### config.mk
export PLATFORM = sky130hd
export DESIGN_NAME = psk_acq_ctl_flat
export DESIGN_NICKNAME = d
export VERILOG_FILES = /design/src/rtl/psk_acq_pkg.sv /design/src/rtl/psk_acq_if.sv /design/src/rtl/psk_acq_ctl_dwell_timer.sv /design/src/rtl/psk_acq_ctl.sv /design/src/flat_wrapper.sv
export SDC_FILE = /design/constraint.sdc
export NUM_CORES = 1
export LEC_CHECK = 0
export BUFFER_PORTS_ARGS = -buffer_cell sky130_fd_sc_hd__buf_2
export CORE_MARGIN = 3
export CORE_UTILIZATION = 25
export CTS_CLUSTER_SIZE = 14
export DETAILED_ROUTE_END_ITERATION = 8
export PLACE_DENSITY_LB_ADDON = 0.1
export RECOVER_POWER = 100
export SLEW_MARGIN = 10
export SYNTH_ARGS = -nofsm -noshare
export SYNTH_HDL_FRONTEND = slang
export SYNTH_SLANG_ARGS = --single-unit
### constraint.sdc
create_clock -name clk -period 9.69 [get_ports clk]
set_input_delay 0.4845 -clock clk [delete_from_list [all_inputs] [get_ports clk]]
set_output_delay 0.4845 -clock clk [all_outputs]
set_load 0.03 [all_outputs]
### src/rtl/psk_acq_pkg.sv
// PSK acquisition scheduler: shared states, midpoint, magnitude helper.
// PSK_ACQ_CONFIRM_EN adds a confirmation dwell before lock.
package psk_acq_pkg;

`ifdef PSK_ACQ_CONFIRM_EN
  typedef enum logic [2:0] {
    IDLE,
    CLEAR,
    INTEGRATE,
    EVAL,
    CONFIRM
  } state_t;
`else
  typedef enum logic [2:0] {
    IDLE,
    CLEAR,
    INTEGRATE,
    EVAL
  } state_t;
`endif

  localparam int CORR_W_DEF = 8;
  localparam logic [31:0] MID = 32'd1 << (CORR_W_DEF - 1);

  function automatic logic [31:0] mag(
    input logic [31:0] i,
    input logic [31:0] q,
    input logic [31:0] mid = MID
  );
    logic [31:0] ai;
    logic [31:0] aq;
    ai = (i >= mid) ? i - mid : mid - i;
    aq = (q >= mid) ? q - mid : mid - q;
    return ai + aq;
  endfunction

endpackage

### src/rtl/psk_acq_if.sv
// Control/status bundle between the acquisition scheduler and
// the NCO/correlator datapath.
interface psk_acq_if #(
  parameter int FCW_W  = 13,
  parameter int CORR_W = 8,
  parameter int NBINS  = 16
);
  localparam int BW = (NBINS > 1) ? $clog2(NBINS) : 1;

  logic              start;
  logic              stop;
  logic [CORR_W-1:0] i_value;
  logic [CORR_W-1:0] q_value;
  logic              corr_rst;
  logic              stb;
  logic [FCW_W-1:0]  fcw;
  logic              locked;
  logic [BW-1:0]     best_bin;
  logic              sweep_fail;
  logic              busy;

  modport master (
    output start, stop, i_value, q_value,
    input  corr_rst, stb, fcw, locked,
    input  best_bin, sweep_fail, busy
  );

  modport slave (
    input  start, stop, i_value, q_value,
    output corr_rst, stb, fcw, locked,
    output best_bin, sweep_fail, busy
  );
endinterface

### src/rtl/psk_acq_ctl_dwell_timer.sv
// Dwell counter: holds correlators clear until go, then
// counts DWELL_LEN cycles and strobes the dump on the last one.
module acq_dwell_timer #(
  parameter int DWELL_LEN = 255
) (
  input  logic clk,
  input  logic rst,
  input  logic go,
  output logic corr_rst,
  output logic stb,
  output logic done
);
  localparam int CW = $clog2(DWELL_LEN);
  localparam logic [CW-1:0] LAST = CW'(DWELL_LEN - 1);

  logic [CW-1:0] cnt;

  always_ff @(posedge clk or posedge rst) begin
    if (rst) begin
      cnt <= '0;
    end else if (!go) begin
      cnt <= '0;
    end else if (cnt != LAST) begin
      cnt <= cnt + 1'b1;
    end
  end

  assign stb      = go && (cnt == LAST);
  assign done     = stb;
  assign corr_rst = !go;
endmodule

### src/rtl/psk_acq_ctl.sv
// Acquisition/tracking scheduler: sweeps NCO bins, scores dwells
// by |I|+|Q|, locks on the best bin, drops lock on repeated misses.
// Optional confirmation dwell: PSK_ACQ_CONFIRM_EN.
module psk_acq_ctl
  import psk_acq_pkg::*;
#(
  parameter int               FCW_W     = 13,
  parameter int               CORR_W    = CORR_W_DEF,
  parameter int               DWELL_LEN = 255,
  parameter int               NBINS     = 16,
  parameter logic [FCW_W-1:0] FCW_START = 13'h0200,
  parameter logic [FCW_W-1:0] FCW_STEP  = 13'h0040,
  parameter int               LOCK_THR  = 40,
  parameter int               LOSS_CNT  = 4
) (
  input logic     clk,
  input logic     rst,
  psk_acq_if.slave bus
);
  localparam int BW  = (NBINS > 1) ? $clog2(NBINS) : 1;
  localparam int MW  = CORR_W + 1;
  localparam int MCW = $clog2(LOSS_CNT + 1);
  localparam logic [31:0]    MIDV = 32'd1 << (CORR_W - 1);
  localparam logic [BW-1:0]  LAST_BIN = BW'(NBINS - 1);
  localparam logic [MW-1:0]  THR = MW'(LOCK_THR);
  localparam logic [MCW-1:0] LOSS = MCW'(LOSS_CNT);

  state_t             state_q, state_d;
  logic [BW-1:0]      bin_q, bin_d;
  logic [FCW_W-1:0]   fcw_q, fcw_d;
  logic [MW-1:0]      best_q, best_d;
  logic [BW-1:0]      bbin_q, bbin_d;
  logic               lock_q, lock_d;
  logic [MCW-1:0]     miss_q, miss_d;
  logic               fail_q, fail_d;
  logic [CORR_W-1:0]  i_q, q_q;
  logic [MW-1:0]      mag_v;
  logic [MCW-1:0]     miss_n;
  logic               restart;
  logic               t_corr_rst, t_stb, t_done;
`ifdef PSK_ACQ_CONFIRM_EN
  logic               cfm_q, cfm_d;
`endif

  acq_dwell_timer #(.DWELL_LEN(DWELL_LEN)) u_timer (
    .clk      (clk),
    .rst      (rst),
    .go       (state_q == INTEGRATE),
    .corr_rst (t_corr_rst),
    .stb      (t_stb),
    .done     (t_done)
  );

  assign mag_v = MW'(mag(32'(i_q), 32'(q_q), MIDV));

  always_ff @(posedge clk or posedge rst) begin
    if (rst) begin
      state_q <= IDLE;
      bin_q   <= '0;
      fcw_q   <= FCW_START;
      best_q  <= '0;
      bbin_q  <= '0;
      lock_q  <= 1'b0;
      miss_q  <= '0;
      fail_q  <= 1'b0;
      i_q     <= '0;
      q_q     <= '0;
    end else begin
      state_q <= state_d;
      bin_q   <= bin_d;
      fcw_q   <= fcw_d;
      best_q  <= best_d;
      bbin_q  <= bbin_d;
      lock_q  <= lock_d;
      miss_q  <= miss_d;
      fail_q  <= fail_d;
      if (t_stb) begin
        i_q <= bus.i_value;
        q_q <= bus.q_value;
      end
    end
  end

`ifdef PSK_ACQ_CONFIRM_EN
  always_ff @(posedge clk or posedge rst) begin
    if (rst) cfm_q <= 1'b0;
    else     cfm_q <= cfm_d;
  end
`endif

  always_comb begin
    state_d = state_q;
    bin_d   = bin_q;
    fcw_d   = fcw_q;
    best_d  = best_q;
    bbin_d  = bbin_q;
    lock_d  = lock_q;
    miss_d  = miss_q;
    fail_d  = 1'b0;
    miss_n  = '0;
    restart = 1'b0;
`ifdef PSK_ACQ_CONFIRM_EN
    cfm_d   = cfm_q;
`endif
    unique case (state_q)
      IDLE: begin
        if (bus.start && !bus.stop) begin
          state_d = CLEAR;
          restart = 1'b1;
        end
      end
      CLEAR: state_d = INTEGRATE;
      INTEGRATE: begin
        if (t_done) begin
`ifdef PSK_ACQ_CONFIRM_EN
          state_d = cfm_q ? CONFIRM : EVAL;
`else
          state_d = EVAL;
`endif
        end
      end
      EVAL: begin
        state_d = CLEAR;
        if (!lock_q) begin
          if (mag_v > best_q) begin
            best_d = mag_v;
            bbin_d = bin_q;
          end
          if (bin_q != LAST_BIN) begin
            bin_d = bin_q + 1'b1;
            fcw_d = fcw_q + FCW_STEP;
          end else if (best_d >= THR) begin
            fcw_d = FCW_START + FCW_W'(bbin_d) * FCW_STEP;
`ifdef PSK_ACQ_CONFIRM_EN
            cfm_d = 1'b1;
`else
            lock_d = 1'b1;
            miss_d = '0;
`endif
          end else begin
            fail_d  = 1'b1;
            restart = 1'b1;
          end
        end else begin
          miss_n = (mag_v < THR) ? miss_q + 1'b1 : '0;
          miss_d = miss_n;
          if (miss_n == LOSS) begin
            lock_d  = 1'b0;
            miss_d  = '0;
            restart = 1'b1;
          end
        end
      end
`ifdef PSK_ACQ_CONFIRM_EN
      CONFIRM: begin
        state_d = CLEAR;
        cfm_d   = 1'b0;
        if (mag_v >= THR) begin
          lock_d = 1'b1;
          miss_d = '0;
        end else begin
          fail_d  = 1'b1;
          restart = 1'b1;
        end
      end
`endif
      default: state_d = IDLE;
    endcase

    if (restart) begin
      bin_d  = '0;
      fcw_d  = FCW_START;
      best_d = '0;
      bbin_d = '0;
    end

    // abort keeps the datapath settings, only drops lock
    if (bus.stop && state_q != IDLE) begin
      state_d = IDLE;
      bin_d   = bin_q;
      fcw_d   = fcw_q;
      best_d  = best_q;
      bbin_d  = bbin_q;
      miss_d  = miss_q;
      lock_d  = 1'b0;
      fail_d  = 1'b0;
`ifdef PSK_ACQ_CONFIRM_EN
      cfm_d   = 1'b0;
`endif
    end
  end

  assign bus.corr_rst   = t_corr_rst;
  assign bus.stb        = t_stb;
  assign bus.fcw        = fcw_q;
  assign bus.locked     = lock_q;
  assign bus.best_bin   = bbin_q;
  assign bus.sweep_fail = fail_q;
  assign bus.busy       = (state_q != IDLE);
endmodule

### src/flat_wrapper.sv
// flat-port wrapper written by rule: the top's interface ports become plain ports
module psk_acq_ctl_flat import psk_acq_pkg::*;
#(
  parameter int               FCW_W     = 13,
  parameter int               CORR_W    = CORR_W_DEF,
  parameter int               DWELL_LEN = 255,
  parameter int               NBINS     = 16,
  parameter logic [FCW_W-1:0] FCW_START = 13'h0200,
  parameter logic [FCW_W-1:0] FCW_STEP  = 13'h0040,
  parameter int               LOCK_THR  = 40,
  parameter int               LOSS_CNT  = 4
)
  (clk, rst, bus_start, bus_stop, bus_i_value, bus_q_value, bus_corr_rst, bus_stb, bus_fcw, bus_locked, bus_best_bin, bus_sweep_fail, bus_busy);
  psk_acq_if #(.FCW_W(FCW_W), .CORR_W(CORR_W), .NBINS(NBINS)) bus_i ();
  input logic clk;
  input logic rst;
  input wire logic [$bits(bus_i.start)-1:0] bus_start;
  input wire logic [$bits(bus_i.stop)-1:0] bus_stop;
  input wire logic [$bits(bus_i.i_value)-1:0] bus_i_value;
  input wire logic [$bits(bus_i.q_value)-1:0] bus_q_value;
  output wire logic [$bits(bus_i.corr_rst)-1:0] bus_corr_rst;
  output wire logic [$bits(bus_i.stb)-1:0] bus_stb;
  output wire logic [$bits(bus_i.fcw)-1:0] bus_fcw;
  output wire logic [$bits(bus_i.locked)-1:0] bus_locked;
  output wire logic [$bits(bus_i.best_bin)-1:0] bus_best_bin;
  output wire logic [$bits(bus_i.sweep_fail)-1:0] bus_sweep_fail;
  output wire logic [$bits(bus_i.busy)-1:0] bus_busy;
  assign bus_i.start = bus_start;
  assign bus_i.stop = bus_stop;
  assign bus_i.i_value = bus_i_value;
  assign bus_i.q_value = bus_q_value;
  assign bus_corr_rst = bus_i.corr_rst;
  assign bus_stb = bus_i.stb;
  assign bus_fcw = bus_i.fcw;
  assign bus_locked = bus_i.locked;
  assign bus_best_bin = bus_i.best_bin;
  assign bus_sweep_fail = bus_i.sweep_fail;
  assign bus_busy = bus_i.busy;
  psk_acq_ctl #(.FCW_W(FCW_W), .CORR_W(CORR_W), .DWELL_LEN(DWELL_LEN), .NBINS(NBINS), .FCW_START(FCW_START), .FCW_STEP(FCW_STEP), .LOCK_THR(LOCK_THR), .LOSS_CNT(LOSS_CNT)) u_core (.clk(clk), .rst(rst), .bus(bus_i));
endmodule
## Word level (Yosys, flattened, before mapping)

Index checks and enable logic that the tools add are counted.

| storage, ports and cells | value |
|---|---|
| bits in read-only memories | 0 |
| input bits | 20 |
| latch bits | 0 |
| bits in registers | 62 |
| RAM bits | 0 |
| memories kept | 0 |
| output and inout bits | 22 |

| operators by class | value |
|---|---|
| order comparisons | 5 |
| reductions and logical operators | 17 |
| mux-type cells | 49 |
| add/subtract/negate cells | 10 |
| bitwise operators | 1 |
| shifts and indexed selects | 0 |
| multipliers | 0 |
| equal/unequal tests | 12 |
| divide/modulo/power cells | 0 |

Operators by type and width:

| operator | count |
|---|---|
| $mux W9 | 8 |
| $mux W13 | 5 |
| $mux W4 | 10 |
| $mux W3 | 8 |
| $sub A8 B8 Y9 const A | 2 |
| $sub A8 B8 Y9 const B | 2 |
| $ge A8 B8 Y1 const B | 2 |
| $mux W8 | 2 |
| $mux W1 | 14 |
| $add A13 B7 Y13 const B | 1 |
| $pmux W3 S4 | 1 |
| $reduce_and A4 Y1 | 3 |
| $add A10 B10 Y11 const A | 1 |
| $add A9 B9 Y9 | 1 |
| $ge A9 B6 Y1 const B | 1 |
| $gt A9 B9 Y1 | 1 |
| $lt A9 B6 Y1 const B | 1 |
| $add A8 B1 Y8 const B | 1 |
| $eq A8 B8 Y1 const B | 1 |
| $ne A8 B8 Y1 const B | 1 |
| $reduce_bool A2 Y1 | 4 |
| $eq A3 B2 Y1 const B | 2 |
| $reduce_bool A3 Y1 | 2 |
| $add A4 B1 Y4 const B | 1 |
| other kinds (15) | 19 |

## Depth between registers and ports, before layout

Gate-level depths: netlist of the first run.

| depth | value |
|---|---|
| depth in word-level cells | 14 |
| depth in mapped cells | 21 |
| mapped depth without buffers | 20 |

## By module

Synthesis of the first run repeated with hierarchy kept, for this count alone.

| second synthesis, totals | value |
|---|---|
| cells, all modules | 410 |
| area, all modules | 3834.9 sq um |

By module, submodules not included:

| module | cells an instance | area an instance (sq um) | times used | sequential area each (sq um) |
|---|---|---|---|---|
| psk_acq_ctl | 359 | 3319.4 | 1 | 1177.4 |
| acq_dwell_timer | 51 | 515.5 | 1 | 200.2 |

## Worst setup path after synthesis of the first run

No wires, ideal clock.

| path | value |
|---|---|
| path kind | reg2reg |
| from | register u_core.q_q[0] |
| to | register u_core.best_q[5] |
| slack | 5125 ps |
| arrival time | 4444 ps |
| buffers on the path | 2 |
| clock period less this slack | 4565 ps |
| cell stages (with the launch flop) | 22 |
| cell sequence | dfrtp_1 > nor3_1 > nor2_1 > xnor2_1 > ha_1 > buf_6 > a211oi_1 > o211ai_1 > o21ai_1 > xor2_1 > inv_1 > ha_1 > nand4_1 > nor3_2 > a2111oi_4 > and2_1 > o2111ai_1 > a2111oi_4 > nor2_2 > a211o_1 > buf_6 > a22o_1 |

| on the way | value |
|---|---|
| longest elaborated chain between the ends | 14 |
| elaborated cells on any way between the ends | 24 |

RTL lines:

| element | line | text |
|---|---|---|
| start: declaration | psk_acq_ctl.sv:36 | `logic [CORR_W-1:0] i_q, q_q;` |
| start signal: assignment | psk_acq_ctl.sv:79 | `q_q <= bus.q_value;` |
| $sub A8 B8 Y9 or $ge A8 B8 Y1 (tied branches) | psk_acq_pkg.sv:33 | `aq = (q >= mid) ? q - mid : mid - q;` |
| $mux W9 * | psk_acq_pkg.sv:33 |  |
| $add A9 B9 Y9 * | psk_acq_pkg.sv:34 | `return ai + aq;` |
| $gt A9 B9 Y1 | psk_acq_ctl.sv:125 | `if (mag_v > best_q) begin` |
| $mux W9 | psk_acq_ctl.sv:125 |  |
| $mux W9 | psk_acq_ctl.sv:124 | `if (!lock_q) begin` |
| $mux W9 | psk_acq_ctl.sv:105 | `unique case (state_q)` |
| $ge A9 B6 Y1 | psk_acq_ctl.sv:132 | `end else if (best_d >= THR) begin` |
| $mux W1 | psk_acq_ctl.sv:132 |  |
| $mux W1 | psk_acq_ctl.sv:129 | `if (bin_q != LAST_BIN) begin` |
| $mux W1 | psk_acq_ctl.sv:124 |  |
| $pmux W1 S2 | psk_acq_ctl.sv:105 |  |
| $ne A2 B2 Y1 (no source line) or $reduce_bool A2 Y1 (tied branches) | -- |  |
| $reduce_and A3 Y1 (no source line) | -- |  |
| end signal: assignment | psk_acq_ctl.sv:72 | `best_q <= best_d;` |
| end: declaration | psk_acq_ctl.sv:31 | `logic [MW-1:0] best_q, best_d;` |

Every way passes the cells marked *; elsewhere a longest branch is shown, timed or not. The select of a mux whose other input is x is not followed.
A chain may end at the register's enable or synchronous reset.

## Worst setup path in the final report of the first run

| path | value |
|---|---|
| from | register u_core.q_q[0] |
| to | register u_core.fcw_q[7] (netlist: u_core.bus.fcw[7]) |

| on the way | value |
|---|---|
| longest elaborated chain between the ends | 14 |
| elaborated cells on any way between the ends | 31 |

RTL lines:

| element | line | text |
|---|---|---|
| $sub A8 B8 Y9 or $ge A8 B8 Y1 (tied branches) | psk_acq_pkg.sv:33 |  |
| $mux W9 * | psk_acq_pkg.sv:33 |  |
| $add A9 B9 Y9 * | psk_acq_pkg.sv:34 |  |
| $gt A9 B9 Y1 | psk_acq_ctl.sv:125 |  |
| $mux W9 | psk_acq_ctl.sv:125 |  |
| $mux W9 | psk_acq_ctl.sv:124 |  |
| $mux W9 | psk_acq_ctl.sv:105 |  |
| $ge A9 B6 Y1 | psk_acq_ctl.sv:132 |  |
| $mux W1 | psk_acq_ctl.sv:132 |  |
| $mux W1 | psk_acq_ctl.sv:129 |  |
| $mux W1 | psk_acq_ctl.sv:124 |  |
| $pmux W1 S2 | psk_acq_ctl.sv:105 |  |
| $ne A2 B2 Y1 (no source line), or another cell as far along | -- |  |
| $reduce_and A4 Y1 (no source line) | -- |  |
| end signal: assignment | psk_acq_ctl.sv:71 | `fcw_q <= fcw_d;` |
| end: declaration | psk_acq_ctl.sv:30 | `logic [FCW_W-1:0] fcw_q, fcw_d;` |

Marked as above.

==> results of run 1 <==
## synth_stat cells, drive strengths merged (4+ instances only)
master	number
o21ai	30
ha	28
or3	5
buf	9
a21oi	15
nand2b	4
xnor2	8
a211oi	5
nand4	10
a21o	6
o21a	4
inv	34
nand3	11
nand2	55
xor2	12
dfrtp	54
nor2	25
a22o	11
clkbuf	7
a31oi	7
nor3	11
## sequential cells by signal, indices dropped and copies added (netlist names), 2 cells and up
| signal | count |
|---|---|
| u_core.i_q | 8 |
| u_core.u_timer.cnt | 8 |
| u_core.state_q | 2 |
| u_core.best_q | 9 |
| u_core.miss_q | 3 |
| u_core.bus.fcw | 7 |
| u_core.bin_q | 4 |
| u_core.bus.best_bin | 4 |
| u_core.q_q | 8 |
## cell families after synthesis
logic type,after synthesis,synth area share
compound gates,107,0.213
mux,6,0.0175
xor+xnor,20,0.0480
other cells,1,0.00103
flops,55,0.378
simple gates,136,0.178
fa+ha+maj,29,0.102
buf+inv,51,0.0628
## per-layer routing
layer	vias up	GRT usage	wire, microns
met1	1383	0.159	4340
met4	0	0.0322	112
met2	35	0.180	3900
li1	1498	-	-
met3	8	0.0269	284
met5	-	0	0
## power breakdown
| group | total, mW | internal, mW | switching [mW] |
|---|---|---|---|
| logic | 0.334 | 0.124 | 0.210 |
| clock network | 0.189 | 0.103 | 0.0864 |
| registers | 0.328 | 0.278 | 0.0500 |
| total | 0.852 | 0.505 | 0.347 |
## worst reg2reg max path, cell delays in order, from the launching register on
cell and delay [ns]:
dfrtp_1 0.40, nor3_1 0.35, nor2_1 0.09, xnor2_1 0.13, ha_1 0.37, a211oi_1 0.32, o211ai_1 0.15, o21ai_0 0.12
xor2_1 0.30, inv_1 0.11, ha_1 0.32, nand4_1 0.13, nor3_1 0.07, a2111oi_0 0.88, and2_0 0.23, o2111ai_1 0.19
a2111oi_0 0.80, o21ai_0 0.67, nand2_1 0.33, mux2_2 0.36
## cell type report
cell class	instances	area, sq um
Clock buffer	7	143
Clock inverter	1	5.00
Fill cell	1548	10000
Inverter	35	131
Multi-Input combinational cell	304	2010
Sequential cell	55	1380
Tap cell	180	225
Timing Repair Buffer	36	159
## worst paths after layout
kind,start,end,slack [ns],depth (start not counted)
worst max-delay path,u_core.q_q[0]$_DFFE_PP0P_,u_core.bus.fcw[7]$_DFFE_PP0P_,3.27,19
worst min-delay path,bus_i_value[4],u_core.i_q[4]$_DFFE_PP0P_,0.37,3
worst max register to register,u_core.q_q[0]$_DFFE_PP0P_,u_core.bus.fcw[7]$_DFFE_PP0P_,3.27,19
worst min register to register,u_core.miss_q[1]$_DFFE_PP0P_,u_core.miss_q[1]$_DFFE_PP0P_,0.48,2
max in group asynchronous,rst,u_core.bus.best_bin[3]$_DFFE_PP0P_,6.56,3
min in group asynchronous,rst,u_core.u_timer.cnt[4]$_DFFE_PP0N_,1.37,3
==> out/qor.yml, run 1 <==
instances_no_fill: 618
core_sq_mm: 0.0141
postCtsHoldBufs: 0
ir_worst_vdd_v: 0.0000674
fin_hold_ws_ns: 0.370
htree_levels: 2
rows: 43
final_util: 0.287
grt_max_degree: 56
insertion_delay_ns: 0.30
gp_congestion: 0.780
grt.total_usage: 0.115
ant_nets: 0
num_vias: 2924
synth_top_area_cell: "dfrtp_1"
place_area_sq_mm: 0.00398
grt_setup_unrepaired: "false"
violations: "max-capacitance violations, max-slew violations"
syn_to_final_growth_pct: 11.0
diodes: 0
finalClockSkew_ns: 0.00962
slew_violations: 56
die_area_sq_mm: 0.0161
grt_pass1_vias: 2998
power_density_mw_per_mm2: 210
drcViolationCount: 0
cts_buffer_depth: 2
layout_common_cells: "nand2_1 (55), dfrtp_1 (54), inv_1 (34), ha_1 (28), o21ai_0 (25)"
crit_chain: "nor3_1 > nor2_1 > xnor2_1 > ha_1 > a211oi_1 > o211ai_1 > o21ai_0 > xor2_1 > inv_1 > ha_1 > nand4_1 > nor3_1 > a2111oi_0 > and2_0 > o2111ai_1 > a2111oi_0 > o21ai_0 > nand2_1 > mux2_2"
synthTopCellsByArea: "dfrtp_1 (37%), ha_1 (9.6%), nand2_1 (5.7%)"
critPathTopFamily: "compound AO/OA/AOI/OAI gates"
yosys_warnings: 0
cp-start-kind: "flip-flop"
p_leak_nw: 1.74
dieHeight_microns: 127
end_kind: "flip-flop"
drt_iter0_markers: 132
netlist_area_sq_mm: 0.00365
drt-total-wl_microns: 8640
fin_area_sq_mm: 0.00405
status: "finished, violations left"
nets: 486
cp.required_ns: 9.88
initial_core_util: 0.259
cp_data_arrival_time_ns: 6.62
total_power_mw: 0.852
worstSetupPathType: "reg2reg"
dp.cells: 610
numCtsBuffers: 5
pre_cts_ws_ns: 4.33
final_hold_viol_count: 0
drive_above_1_share: 0.0822
path_max_fanout: 12
hold_class: "in2reg"
maxCapViolations: 1
viasPerCell: 4.73
wl_per_cell_microns: 14.0
max-slew-margin-rel: -1.08
synth_edf_count: 0
ys_ff_latch: 55
path_clk_slew_ns: 0.07
fin_setup_tns_ns: 0
gr-total-overflow: 0
chipWidth_microns: 127
cts_tree: "done"
cts_root_buffer: "clkbuf_16"
synth_flop_cell: "dfrtp_1"
portBuffers: 35
cts_setup_buffers: 0
syn-instance-count: 405
path_buf_inv: 1
yosysTopAreaCellShare: 0.370
ios: 42
max_slew.worst_pin.slew_ns: 3.12
setup_slack_ns: 3.27
ys_seq_area_frac: 0.378
period_needed_ns: 6.42
grt_pass1_wl_microns: 15100
drtPass1Iterations: 4
synthDistinctLibCells: 65
final_common_cell: "nand2_1"
cts.sinks: 55
cts-resized-gates: 0
place.detailed.hpwl_microns: 6490
avgSynthCellArea_sq_um: 9.01
clock.fmax_ghz: 0.156
grt_antenna_before_repair: 0
cp_slowest_stage_delay_ns: 0.88
async_flop_share: 1.00
setup_viol: 0
min_period_over_period: 0.663
crit_path_top_delay_cell: "a2111oi_0"
No activity file was read; power rests on OpenSTA's default activity.
==> inputs of run 2 (changes only) <==
Clock period 9.69 ns to 5.45 ns, I/O delays scaled along.
==> out/qor.yml, run 2 (synthesized netlist as in run 1, its figures left out) <==
cts_tree: "done"
min_period_over_period: 0.928  # +0.265
fin_setup_tns_ns: 0  # unchanged
cp_data_arrival_time_ns: 5.24  # -1.38 ns
drcViolationCount: 0  # unchanged
cts_buffer_depth: 2  # unchanged
reg2reg_from: "u_core.i_q[0]$_DFFE_PP0P_"
drtPass1Iterations: 4  # unchanged
path_clk_slew_ns: 0.08  # about the same
ios: 42  # unchanged
grt_setup_unrepaired: "false"
final_hold_viol_count: 0  # unchanged
path_max_fanout: 10  # -2
final_common_cell: "nand2_1"
p_leak_nw: 1.76  # +1.1%
cts_setup_buffers: 0  # unchanged
total_power_mw: 1.57  # +84%
layout_common_cells: "nand2_1 (55), dfrtp_1 (54), inv_1 (34), ha_1 (28)"
worstSetupPathType: "reg2reg"
clock.fmax_ghz: 0.198  # +27%
drt_iter0_markers: 151  # +14%
r2r-end: "u_core.best_q[3]$_DFFE_PP0P_"
insertion_delay_ns: 0.30  # about the same
drt-total-wl_microns: 8930  # +3.3%
maxCapViolations: 1  # unchanged
htree_levels: 2  # unchanged
ant_nets: 0  # unchanged
slew_violations: 56  # unchanged
cp.required_ns: 5.63  # -4.25 ns
hold_end: "u_core.q_q[4]$_DFFE_PP0P_"
gr-total-overflow: 0  # unchanged
grt_pass1_vias: 3075  # +2.6%
grt_max_degree: 56  # unchanged
max_slew.worst_pin.slew_ns: 3.11  # -0.0156 ns
cts.sinks: 55  # unchanged
chipWidth_microns: 127  # unchanged
largest_reg_flops: 9  # unchanged
power_density_mw_per_mm2: 378  # +80%
portBuffers: 35  # unchanged
nFillCells: 1512  # -2.3%
reg2regPathDepth: 17  # -2
cp-start-kind: "flip-flop"
place.detailed.hpwl_microns: 6740  # +3.9%
die_area_sq_mm: 0.0161  # unchanged
diodes: 0  # unchanged
period_needed_ns: 5.06  # -1.36 ns
viasPerCell: 4.69  # -0.90%
gp_congestion: 0.784  # +0.56%
cts_root_buffer: "clkbuf_16"
status: "finished, violations left"
max_flop_register: "u_core.best_q"
grt_antenna_before_repair: 0  # unchanged
rows: 43  # unchanged
cts-resized-gates: 0  # unchanged
core_sq_mm: 0.0141  # unchanged
initial_core_util: 0.259  # unchanged
dieHeight_microns: 127  # unchanged
hold_class: "in2reg"
hold_depth: 3  # unchanged
violations: "max-capacitance violations, max-slew violations"
grt.total_usage: 0.116  # +0.00147
max-slew-margin-rel: -1.07  # +0.0104
syn_to_final_growth_pct: 13.5
numCtsBuffers: 5  # unchanged
num_vias: 2907  # -0.58%
reg2reg_slack_ns: 0.39  # -2.88 ns
hold_path_startpoint: "bus_q_value[4]"
setup_viol: 0  # unchanged
drive_above_1_share: 0.109  # +0.0269
wl_per_cell_microns: 14.4  # +2.9%
postCtsHoldBufs: 0  # unchanged
ir_worst_vdd_v: 0.000129  # +91%
end_kind: "flip-flop"
nets: 488  # +0.41%
grt_pass1_wl_microns: 15600  # +3.0%
finalClockSkew_ns: 0.0102  # +0.000574 ns
## run 2: stage by stage
| step | hold slack [ns] | setup WS (ns) | area, sq um | utilization | instances |
|---|---|---|---|---|---|
| final | 0.155 | 0.391 | 4140 | 0.294 | 620 |
| after global routing | 0.149 | 0.0223 | 4140 | 0.294 | 620 |
| after CTS | 0.145 | 0.184 | 4140 | 0.294 | 620 |
| after detailed placement | 0.466 | 0.254 | 3990 | 0.283 | 612 |
| after global placement | 0.463 | 0.227 | 3990 | 0.283 | 612 |
| after floorplan | 0.378 | 0.885 | 3670 | - | 410 |
## run 2: report_power, final
part	leakage, nW	total, mW	switching [mW]	internal [mW]
clock	0.0700	0.335	0.162	0.173
sequential	0.638	0.583	0.0890	0.494
combinational	1.05	0.647	0.409	0.238
total	1.76	1.57	0.660	0.905
## run 2: how the worst max path moves through the flow
stage                         startpoint                           end  slack, ns  cells past startpoint
5_1_grt        u_core.i_q[0]$_DFFE_PP0P_   u_core.bin_q[2]$_DFFE_PP0P_       0.02                     18
4_1_cts        u_core.q_q[0]$_DFFE_PP0P_  u_core.best_q[2]$_DFFE_PP0P_       0.18                     17
3_5_place_dp   u_core.q_q[0]$_DFFE_PP0P_  u_core.best_q[3]$_DFFE_PP0P_       0.25                     17
3_3_place_gp   u_core.q_q[0]$_DFFE_PP0P_  u_core.best_q[4]$_DFFE_PP0P_       0.23                     17
2_1_floorplan  u_core.q_q[0]$_DFFE_PP0P_  u_core.best_q[5]$_DFFE_PP0P_       0.88                     21
6_report       u_core.i_q[0]$_DFFE_PP0P_  u_core.best_q[3]$_DFFE_PP0P_       0.39                     17
## run 2: area by class of cell
class                           count  area (sq um)  area share
Inverter                           35           131      0.0317
Clock buffer                        5           125      0.0302
Sequential cell                    55          1380       0.333
Tap cell                          180           225      0.0544
Clock inverter                      3          25.0     0.00604
Timing Repair Buffer               38           171      0.0414
Multi-Input combinational cell    304          2090       0.504
## run 2: worst max-delay path, cell delays in order, from the launching register on
cell	delay (ns)
dfrtp_1	0.40
inv_1	0.07
ha_1	0.29
mux2_2	0.30
fa_1	0.48
a211oi_2	0.26
o21ai_1	0.18
xor2_1	0.20
ha_1	0.34
nand4_1	0.16
inv_1	0.09
a2111oi_4	0.48
and2_0	0.20
o2111ai_1	0.24
a2111oi_4	0.42
nor2_2	0.13
a211o_2	0.42
a22o_1	0.26
## run 2: routing by layer
metal	track usage	wire length, microns	vias up
met5	0	0	-
met4	0.0284	102	0
met3	0.0248	337	6
met2	0.182	3950	39
met1	0.164	4530	1363
li1	-	-	1499
==> inputs of run 3 (changes only) <==
Settings changed: CORE_UTILIZATION 25 to 50.
==> out/qor.yml, run 3 (synthesized netlist as in run 1, its figures left out) <==
fin_setup_tns_ns: 0  # unchanged
wl_met2_microns: 3530  # -11%
diodes: 0  # unchanged
multiInputGateArea_sq_mm: 0.00209  # +0.12%
postCtsHoldBufs: 0  # unchanged
maxCapViolations: 1  # unchanged
chipWidth_microns: 91.4  # -28%
grt.total_usage: 0.187  # +0.0702
rows: 30  # -30%
clock.fmax_ghz: 0.198  # about the same
grt_pass1_wl_microns: 12900  # -17%
nFillCells: 641  # -58%
routed.top_layer: "met4"
cts.sinks: 55  # unchanged
finalClockSkew_ns: 0.00778  # -0.00242 ns
dieHeight_microns: 91.4  # -28%
largest_reg_flops: 9  # unchanged
num_vias: 2950  # +1.5%
reg2reg_from: "u_core.q_q[0]$_DFFE_PP0P_"
end_kind: "flip-flop"
period_needed_ns: 5.06  # +0.00138 ns
viasPerCell: 5.51  # +18%
hold_depth: 3  # unchanged
gp_congestion: 0.910  # +16%
path_max_fanout: 10  # unchanged
initial_core_util: 0.525  # +0.267
fin_hold_ws_ns: 0.150  # -0.00433 ns
p_leak_nw: 1.74  # -0.89%
max_flop_register: "u_core.best_q"
cts_root_buffer: "clkbuf_8"
total_power_mw: 1.51  # -3.8%
ios: 42  # unchanged
numCtsBuffers: 5  # unchanged
reg2reg_slack_ns: 0.39  # about the same
cp.required_ns: 5.66  # +0.03 ns
grt_pass1_vias: 2798  # -9.0%
wl_met3_microns: 315  # -6.5%
seq_area_sq_mm: 0.00138  # unchanged
drive_above_1_share: 0.105  # -0.00431
hold_end: "u_core.i_q[6]$_DFFE_PP0P_"
hold_class: "in2reg"
drt_iter0_markers: 88  # -42%
drcViolationCount: 0  # unchanged
wl_per_cell_microns: 14.1  # -2.2%
htree_levels: 2  # unchanged
gr-total-overflow: 0  # unchanged
min_period_over_period: 0.928  # about the same
drt-total-wl_microns: 7540  # -16%
wl_met1_microns: 3600  # -21%
max-slew-margin-rel: -0.987  # +0.0850
syn_to_final_growth_pct: 9.57
max_slew.worst_pin.slew_ns: 2.98  # -0.127 ns
power_density_mw_per_mm2: 377  # -0.29%
place.detailed.hpwl_microns: 5680  # -16%
grt_antenna_before_repair: 0  # unchanged
r2r-end: "u_core.best_q[7]$_DFFE_PP0P_"
final_hold_viol_count: 0  # unchanged
ir_worst_vdd_v: 0.000176  # +37%
path_clk_slew_ns: 0.10  # +0.02 ns
slew_violations: 56  # unchanged
hold_path_startpoint: "bus_i_value[6]"
nets: 487  # -0.20%
cts_tree: "done"
core_sq_mm: 0.00694  # -51%
layout_common_cells: "nand2_1 (55), dfrtp_1 (54), inv_1 (34), ha_1 (28), nor2_1 (23)"
ant_nets: 0  # unchanged
cts_buffer_depth: 2  # unchanged
portBuffers: 35  # unchanged
final_common_cell: "nand2_1"
drtPass1Iterations: 5  # +1
cp-start-kind: "flip-flop"
status: "finished, violations left"
worstSetupPathType: "reg2reg"
violations: "max-capacitance violations, max-slew violations"
setup_viol: 0  # unchanged
reg2regPathDepth: 19  # +2
insertion_delay_ns: 0.31  # about the same
final_util: 0.576  # +0.282
cp_data_arrival_time_ns: 5.27  # +0.03 ns
grt_setup_unrepaired: "false"
die_area_sq_mm: 0.00836  # -48%
grt_max_degree: 56  # unchanged
[run 3: changes by cell type in the layout (fill, tap and decap cells not counted), moves of 2 or more]
| cell | delta |
|---|---|
| clkbuf_16 | -5 |
| xor2_2 | +2 |
| o21ai_0 | -2 |
| clkinv_4 | -2 |
| xor2_1 | -2 |
| clkbuf_8 | +6 |
| nor3_2 | -2 |
| nor3_1 | +2 |
[run 3: worst max-delay path by stage]
stage                              startpoint                            end  cells after the start
floorplan           u_core.q_q[0]$_DFFE_PP0P_   u_core.best_q[5]$_DFFE_PP0P_                     21
global placement    u_core.i_q[0]$_DFFE_PP0P_  u_core.bus.fcw[7]$_DFFE_PP0P_                     17
detailed placement  u_core.q_q[0]$_DFFE_PP0P_  u_core.bus.fcw[7]$_DFFE_PP0P_                     19
CTS                 u_core.q_q[0]$_DFFE_PP0P_  u_core.bus.fcw[7]$_DFFE_PP0P_                     19
global route        u_core.i_q[0]$_DFFE_PP0P_   u_core.best_q[1]$_DFFE_PP0P_                     21
finish              u_core.q_q[0]$_DFFE_PP0P_   u_core.best_q[7]$_DFFE_PP0P_                     19
[run 3: critical path, stage by stage (launching register included)]
cell and delay, ns:
dfrtp_1 0.41, nor3_1 0.34, nor2_1 0.09, xnor2_1 0.14, ha_1 0.37, a211oi_1 0.33
o211ai_1 0.14, o21ai_1 0.15, xor2_2 0.23, inv_1 0.09, ha_1 0.32, nand4_1 0.16
inv_1 0.09, a2111oi_4 0.37, and2_1 0.19, o2111ai_1 0.22, a2111oi_4 0.49, nor2_2 0.14
a211o_2 0.43, a22o_1 0.27
[run 3: repair_timing]
item	4_1_cts	5_1_grt
buffers inserted	0	1
resized for setup	0	5
endpoints found under the setup margin	0	17
[run 3: power breakdown]
group	total [mW]	internal [mW]	switching, mW
logic	0.644	0.243	0.401
clock network	0.283	0.149	0.134
registers	0.579	0.494	0.0848
[run 3: metrics by stage]
stage | instances | setup WS [ns] | instance area, sq um
finish | 535 | 0.390 | 4000
global route | 535 | 0.00674 | 4000
CTS | 534 | 0.0949 | 3990
detailed placement | 526 | 0.129 | 3870
global placement | 526 | 0.300 | 3870
floorplan | 410 | 0.885 | 3670
[run 3: final cells by class]
type	count	area share
Inverter	35	0.0329
Timing Repair Buffer	37	0.0407
Clock buffer	6	0.0207
Clock inverter	2	0.00876
Sequential cell	55	0.345
Tap cell	96	0.0300
Multi-Input combinational cell	304	0.522
[run 3: layer usage]
| metal | track usage | up-vias |
|---|---|---|
| li1 | - | 1492 |
| met1 | 0.257 | 1385 |
| met2 | 0.298 | 65 |
| met3 | 0.0331 | 8 |
| met4 | 0.0553 | 0 |
| met5 | 0 | - |
